**config.mk**
```make
export PLATFORM = sky130hd
export DESIGN_NAME = axi_lite_sram_ctrl
export DESIGN_NICKNAME = d
export VERILOG_FILES = /design/src/rtl/axi_lite_pkg.sv /design/src/rtl/axi_lite_sram_ctrl.sv
export SDC_FILE = /design/constraint.sdc
export NUM_CORES = 1
export LEC_CHECK = 0
export CORE_MARGIN = 4
export CORE_UTILIZATION = 43
export DETAILED_ROUTE_END_ITERATION = 10
export GPL_TIMING_DRIVEN = 1
export PLACE_DENSITY_LB_ADDON = 0.25
export SYNTH_ARGS = -nofsm -noshare
export SYNTH_HDL_FRONTEND = slang
export SYNTH_SLANG_ARGS = --single-unit
```
**constraint.sdc**
```tcl
create_clock -name clk -period 4.9 [get_ports clk]
set_input_delay 0.735 -clock clk [delete_from_list [all_inputs] [get_ports clk]]
set_output_delay 0.735 -clock clk [all_outputs]
set_load 0.01 [all_outputs]
```
**src/rtl/axi_lite_pkg.sv**
```systemverilog
// Shared AXI4-Lite definitions: response codes, controller state encoding and
// the read/write grant type used by the SRAM controller arbiter.
package axi_lite_pkg;

  localparam logic [1:0] RESP_OKAY   = 2'b00;
  localparam logic [1:0] RESP_SLVERR = 2'b10;

  typedef enum logic [2:0] {
    IDLE,
    WR_ISSUE,
    WR_RESP,
    RD_ISSUE,
    RD_CAPT,
    RD_RESP
  } ctrl_state_e;

  typedef enum logic {
    READ,
    WRITE
  } grant_e;

endpackage

```
**src/rtl/axi_lite_sram_ctrl.sv**
```systemverilog
// AXI4-Lite slave driving a single-port SRAM macro (1-cycle registered read).
// One transaction in flight; reads and writes alternate fairly on contention.
module axi_lite_sram_ctrl
  import axi_lite_pkg::*;
#(
  parameter int SRAM_AW   = 8,
  parameter int MEM_WORDS = 64,
  parameter int AXI_AW    = SRAM_AW + 2
) (
  input  logic               clk,
  input  logic               rst_i,

  input  logic [AXI_AW-1:0]  s_awaddr_i,
  input  logic               s_awvalid_i,
  output logic               s_awready_o,
  input  logic [31:0]        s_wdata_i,
  input  logic [3:0]         s_wstrb_i,
  input  logic               s_wvalid_i,
  output logic               s_wready_o,
  output logic [1:0]         s_bresp_o,
  output logic               s_bvalid_o,
  input  logic               s_bready_i,

  input  logic [AXI_AW-1:0]  s_araddr_i,
  input  logic               s_arvalid_i,
  output logic               s_arready_o,
  output logic [31:0]        s_rdata_o,
  output logic [1:0]         s_rresp_o,
  output logic               s_rvalid_o,
  input  logic               s_rready_i,

  output logic               sram_en_o,
  output logic [SRAM_AW-1:0] sram_addr_o,
  output logic [31:0]        sram_wdata_o,
  output logic               sram_we_o,
  output logic [3:0]         sram_be_o,
  input  logic [31:0]        sram_rdata_i
);

  // One extra bit so MEM_WORDS == 2**SRAM_AW is representable.
  localparam logic [SRAM_AW:0] MEM_WORDS_W = (SRAM_AW + 1)'(MEM_WORDS);

  ctrl_state_e        state_q,      state_d;
  grant_e             last_grant_q, last_grant_d;
  logic               err_q,        err_d;
  logic               bvalid_q,     bvalid_d;
  logic [1:0]         bresp_q,      bresp_d;
  logic               rvalid_q,     rvalid_d;
  logic [1:0]         rresp_q,      rresp_d;
  logic [31:0]        rdata_q,      rdata_d;
  logic               sram_en_q,    sram_en_d;
  logic               sram_we_q,    sram_we_d;
  logic [SRAM_AW-1:0] sram_addr_q,  sram_addr_d;
  logic [31:0]        sram_wdata_q, sram_wdata_d;
  logic [3:0]         sram_be_q,    sram_be_d;

  logic               idle;
  logic               wr_req;
  logic               grant_wr;
  logic               grant_rd;
  logic [SRAM_AW-1:0] aw_word;
  logic [SRAM_AW-1:0] ar_word;
  logic               aw_in_range;
  logic               ar_in_range;
  logic               unused_addr_lsbs;

  assign aw_word          = s_awaddr_i[AXI_AW-1:2];
  assign ar_word          = s_araddr_i[AXI_AW-1:2];
  assign aw_in_range      = {1'b0, aw_word} < MEM_WORDS_W;
  assign ar_in_range      = {1'b0, ar_word} < MEM_WORDS_W;
  assign unused_addr_lsbs = ^{s_awaddr_i[1:0], s_araddr_i[1:0]};

  // Readies are combinational so the grant and the handshake share a cycle;
  // gating with rst_i keeps them low while reset is held.
  assign idle     = (state_q == IDLE) && !rst_i;
  assign wr_req   = s_awvalid_i && s_wvalid_i;
  assign grant_wr = idle && wr_req && (!s_arvalid_i || last_grant_q == READ);
  assign grant_rd = idle && s_arvalid_i && (!wr_req || last_grant_q == WRITE);

  always_comb begin
    // NOTE: every _d gets a default before the case so no path leaves it
    // unassigned; otherwise synthesis would infer a latch.
    state_d      = state_q;
    last_grant_d = last_grant_q;
    err_d        = err_q;
    bvalid_d     = bvalid_q;
    bresp_d      = bresp_q;
    rvalid_d     = rvalid_q;
    rresp_d      = rresp_q;
    rdata_d      = rdata_q;
    sram_en_d    = 1'b0;
    sram_we_d    = 1'b0;
    sram_addr_d  = sram_addr_q;
    sram_wdata_d = sram_wdata_q;
    sram_be_d    = sram_be_q;

    unique case (state_q)
      IDLE: begin
        if (grant_wr) begin
          state_d = WR_ISSUE;
          err_d   = !aw_in_range;
          if (s_arvalid_i) last_grant_d = WRITE;
          if (aw_in_range) begin
            sram_en_d    = 1'b1;
            sram_we_d    = 1'b1;
            sram_addr_d  = aw_word;
            sram_wdata_d = s_wdata_i;
            sram_be_d    = s_wstrb_i;
          end
        end else if (grant_rd) begin
          state_d = RD_ISSUE;
          err_d   = !ar_in_range;
          if (wr_req) last_grant_d = READ;
          if (ar_in_range) begin
            sram_en_d   = 1'b1;
            sram_addr_d = ar_word;
            sram_be_d   = 4'h0;
          end
        end
      end
      WR_ISSUE: begin
        state_d  = WR_RESP;
        bvalid_d = 1'b1;
        bresp_d  = err_q ? RESP_SLVERR : RESP_OKAY;
      end
      WR_RESP: begin
        if (s_bready_i) begin
          state_d  = IDLE;
          bvalid_d = 1'b0;
          bresp_d  = RESP_OKAY;
        end
      end
      RD_ISSUE: begin
        state_d = RD_CAPT;
      end
      RD_CAPT: begin
        state_d  = RD_RESP;
        rvalid_d = 1'b1;
        rdata_d  = err_q ? 32'h0 : sram_rdata_i;
        rresp_d  = err_q ? RESP_SLVERR : RESP_OKAY;
      end
      RD_RESP: begin
        if (s_rready_i) begin
          state_d  = IDLE;
          rvalid_d = 1'b0;
          rresp_d  = RESP_OKAY;
        end
      end
      default: state_d = IDLE;
    endcase
  end

  always_ff @(posedge clk or posedge rst_i) begin
    if (rst_i) begin
      state_q      <= IDLE;
      last_grant_q <= READ;
      err_q        <= 1'b0;
      bvalid_q     <= 1'b0;
      bresp_q      <= RESP_OKAY;
      rvalid_q     <= 1'b0;
      rresp_q      <= RESP_OKAY;
      rdata_q      <= 32'h0;
      sram_en_q    <= 1'b0;
      sram_we_q    <= 1'b0;
      sram_addr_q  <= '0;
      sram_wdata_q <= 32'h0;
      sram_be_q    <= 4'h0;
    end else begin
      // NOTE: non-blocking assignments so every flop samples pre-edge values,
      // independent of statement order.
      state_q      <= state_d;
      last_grant_q <= last_grant_d;
      err_q        <= err_d;
      bvalid_q     <= bvalid_d;
      bresp_q      <= bresp_d;
      rvalid_q     <= rvalid_d;
      rresp_q      <= rresp_d;
      rdata_q      <= rdata_d;
      sram_en_q    <= sram_en_d;
      sram_we_q    <= sram_we_d;
      sram_addr_q  <= sram_addr_d;
      sram_wdata_q <= sram_wdata_d;
      sram_be_q    <= sram_be_d;
    end
  end

  assign s_awready_o  = grant_wr;
  assign s_wready_o   = grant_wr;
  assign s_arready_o  = grant_rd;
  assign s_bvalid_o   = bvalid_q;
  assign s_bresp_o    = bresp_q;
  assign s_rvalid_o   = rvalid_q;
  assign s_rresp_o    = rresp_q;
  assign s_rdata_o    = rdata_q;
  assign sram_en_o    = sram_en_q;
  assign sram_we_o    = sram_we_q;
  assign sram_addr_o  = sram_addr_q;
  assign sram_wdata_o = sram_wdata_q;
  assign sram_be_o    = sram_be_q;

endmodule

```
==> results_dict.tcl <==
set metrics [dict create \
    cellPowerDensity_nw_per_um2 520 \
    synth_area_per_cell_sq_um 11.3 \
    die_area_sq_um 9640 \
    p_leak_nw 2.39 \
    start_util_pct 44.8 \
    setup_tns_ns 0 \
    die_y_um 98.2 \
    status "finished, final reports clean" \
    finalClockSkew_ns 0.00621 \
    slew_viol_final 0 \
    drive_above_1_share_pct 11.9 \
    relSlewSlack_pct 36.2 \
    clkLatencyLatePin_ns 0.35 \
    max_freq_mhz 306 \
    crit_top_cell "clkdlybuf4s50_1" \
    track_usage_pct 18.2 \
    antenna_cells 0 \
    synth.distinct_cells 29 \
    synth-seq-area-share_pct 62.2 \
    worstPathRequired_ns 4.16 \
    viasPerCell 4.80 \
    syn-instance-count 309 \
    ff2ff_path_depth 4 \
    synth_warnings 0 \
    vias 2797 \
    worstReg2RegEnd "sram_be_o[0]" \
    yosys.area.top_type "dfrtp_1" \
    post_cts_buffers 0 \
    syn_to_final_growth_pct 57.0 \
    hold_viol 0 \
    path_clk_slew_ns 0.07 \
    drc_errors 0 \
    htreeDepth 3 \
    rsz0062_at_grt "no" \
    hold_start "s_rdata_o[29]" \
    nets 572 \
    period_share_pct 66.7 \
    cp_cell_sequence "clkdlybuf4s50_1, nor4_4, and3_2, clkdlybuf4s50_1" \
    die_x_um 98.2 \
    timing.rr.start "state_q[0]" \
    critPathLaunchType "input pin" \
    synth_seq_cells 87 \
    numCtsBuffers 9 \
    cts_resized 0 \
    maxCapViolations 0 \
    holdPathStages 2 \
    crit_path_max_fanout 6 \
    fin_ws_ns 1.63 \
    netlist.area_leader.share_pct 62.2 \
    first_pass_iters 4 \
    root_buffer "clkbuf_8" \
    drt_iter0_drc 54 \
    arrival_ns 2.53 \
    reg2reg_slack_ns 2.45 \
    antenna_found_initial 0 \
    place_area_sq_um 5280 \
    holdBufCountCts 0 \
    overflow 0 \
    routedWlPerCell_um 15.0 \
    hpwl_mm 6.55 \
    worstSetupPathType "in -> out" \
    ant_nets 0 \
    endpoint_kind "output pin" \
    cts_sinks 87 \
    grt_first_pass_wirelength_mm 14.0 \
    netlist_area_sq_um 3500 \
    fp-row-count 32 \
    slowest_stage "clkdlybuf4s50_1" \
    setup_viol 0 \
    place_ws_ns 1.63 \
    synth.area.top_cells "dfrtp_1 (62%), mux2_2 (10%), nand2_1 (7.9%)" \
    peakVddDrop_v 0.000317 \
    hold_path_end "s_rdata_o[29]" \
    hold_path.class "reg -> reg" \
    globalplace.congestion 0.799 \
    numPortBuffers 175 \
    grt_pass1_vias 2831 \
    max_stage_delay_ns 0.56 \
    io_pins 182 \
    fin_area_sq_um 5490 \
    cts_tree "built" \
    finalCriticalPeriod_ns 3.27 \
    grt_start_max_net_pins 67 \
    cts_buffer_depth 2 \
    tightest_slew_ns 0.954 \
    wirelength_mm 8.77 \
    core_area_sq_um 7810 \
]
## synthesized netlist by cell type (all sizes together)
cell type,instances
o22ai,6
a31oi,1
nor2,9
inv,11
buf,9
o21a,2
nand2b,1
xor2,1
mux2,32
nor4,1
clkbuf,11
nand3,1
a311oi,1
dfrtp,87
conb,1
and2,2
and3,3
clkinv,1
o2111ai,1
a22o,1
a21oi,10
nand2,74
o21ai,36
nor2b,2
a32o,4
nand4,1
## worst max path at each step
stage,startpoint,to,slack [ns]
2_1_floorplan,rst_i,err_q,1.91
3_3_place_gp,rst_i,s_awready_o,1.67
3_5_place_dp,rst_i,s_wready_o,1.63
4_1_cts,rst_i,s_wready_o,1.62
5_1_grt,rst_i,s_awready_o,1.55
6_report,rst_i,s_awready_o,1.63
## critical path, delay by kind of cell
kind          cells  cell delay [ns]
buf+inv           2             1.03
simple gates      2             0.76
## cell usage in the layout (no fill, tap or decap), drive strengths merged, types with 2 or more instances in the layout
| cell | netlist | routed |
|---|---|---|
| nand2 | 74 | 74 |
| o21a | 2 | 2 |
| inv | 11 | 10 |
| clkdlybuf4s50 | 0 | 175 |
| clkinv | 1 | 2 |
| bufinv | 0 | 2 |
| and3 | 3 | 3 |
| o21ai | 36 | 36 |
| nor2 | 9 | 9 |
| clkbuf | 11 | 12 |
| o22ai | 6 | 6 |
| conb | 1 | 2 |
| a32o | 4 | 4 |
| dfrtp | 87 | 87 |
| and2 | 2 | 2 |
| nor2b | 2 | 2 |
| mux2 | 32 | 32 |
| a21oi | 10 | 10 |
## area by class of cell
type	count	area, sq um
clock buffers	12	145
clock inverters	3	67.6
fillers	584	2310
inverters	12	46.3
multi-input cells	191	1170
flip-flops and latches	87	2180
well taps	102	128
repair buffers	176	1760
## flip-flops by register name, summed over array words and instances, names as in the netlist
| register | count |
|---|---|
| s_rdata_o | 32 |
| err_q | 1 |
| sram_en_o | 1 |
| sram_wdata_o | 32 |
| sram_addr_o | 8 |
| s_bresp_o | 1 |
| sram_be_o | 4 |
| s_bvalid_o | 1 |
| state_q | 3 |
| sram_we_o | 1 |
| s_rvalid_o | 1 |
| s_rresp_o | 1 |
| last_grant_q | 1 |
## per-layer routing
| metal | vias to the layer above | global-route usage [%] | part of all wire, % |
|---|---|---|---|
| met5 | - | 0 | 0 |
| met4 | 0 | 5.99 | 1.5 |
| met3 | 9 | 10.4 | 13 |
| met2 | 135 | 29.7 | 45 |
| met1 | 1292 | 20.2 | 41 |
| li1 | 1361 | - | - |
## per-stage QoR
step / hold WS, ns / cells / power (mW) / util (%)
detailed placement: 0.469 / 568 / 2.35 / 67.6
finish: 0.482 / 583 / 2.86 / 70.4
global route: 0.504 / 583 / 3.04 / 70.4
global placement: 0.459 / 568 / 2.31 / 67.6
floorplan: 0.472 / 310 / 1.66 / -
CTS: 0.486 / 583 / 2.89 / 70.4
## cell families after synthesis
logic type / Yosys count / share of synthesized area, %
buffers and inverters: 32 / 4.51
xor gates and xnor gates: 1 / 0.250
DFF: 87 / 62.2
muxes: 32 / 10.3
AOI/OAI and AO/OA: 62 / 10.7
and+or+nand+nor: 94 / 11.9
other: 1 / 0.107
## power by group
group	internal, mW	total [mW]	switching (mW)
registers	0.986	1.14	0.158
clock network	0.299	0.534	0.235
logic	0.670	1.18	0.509
No activity file was read; power rests on OpenSTA's default activity.
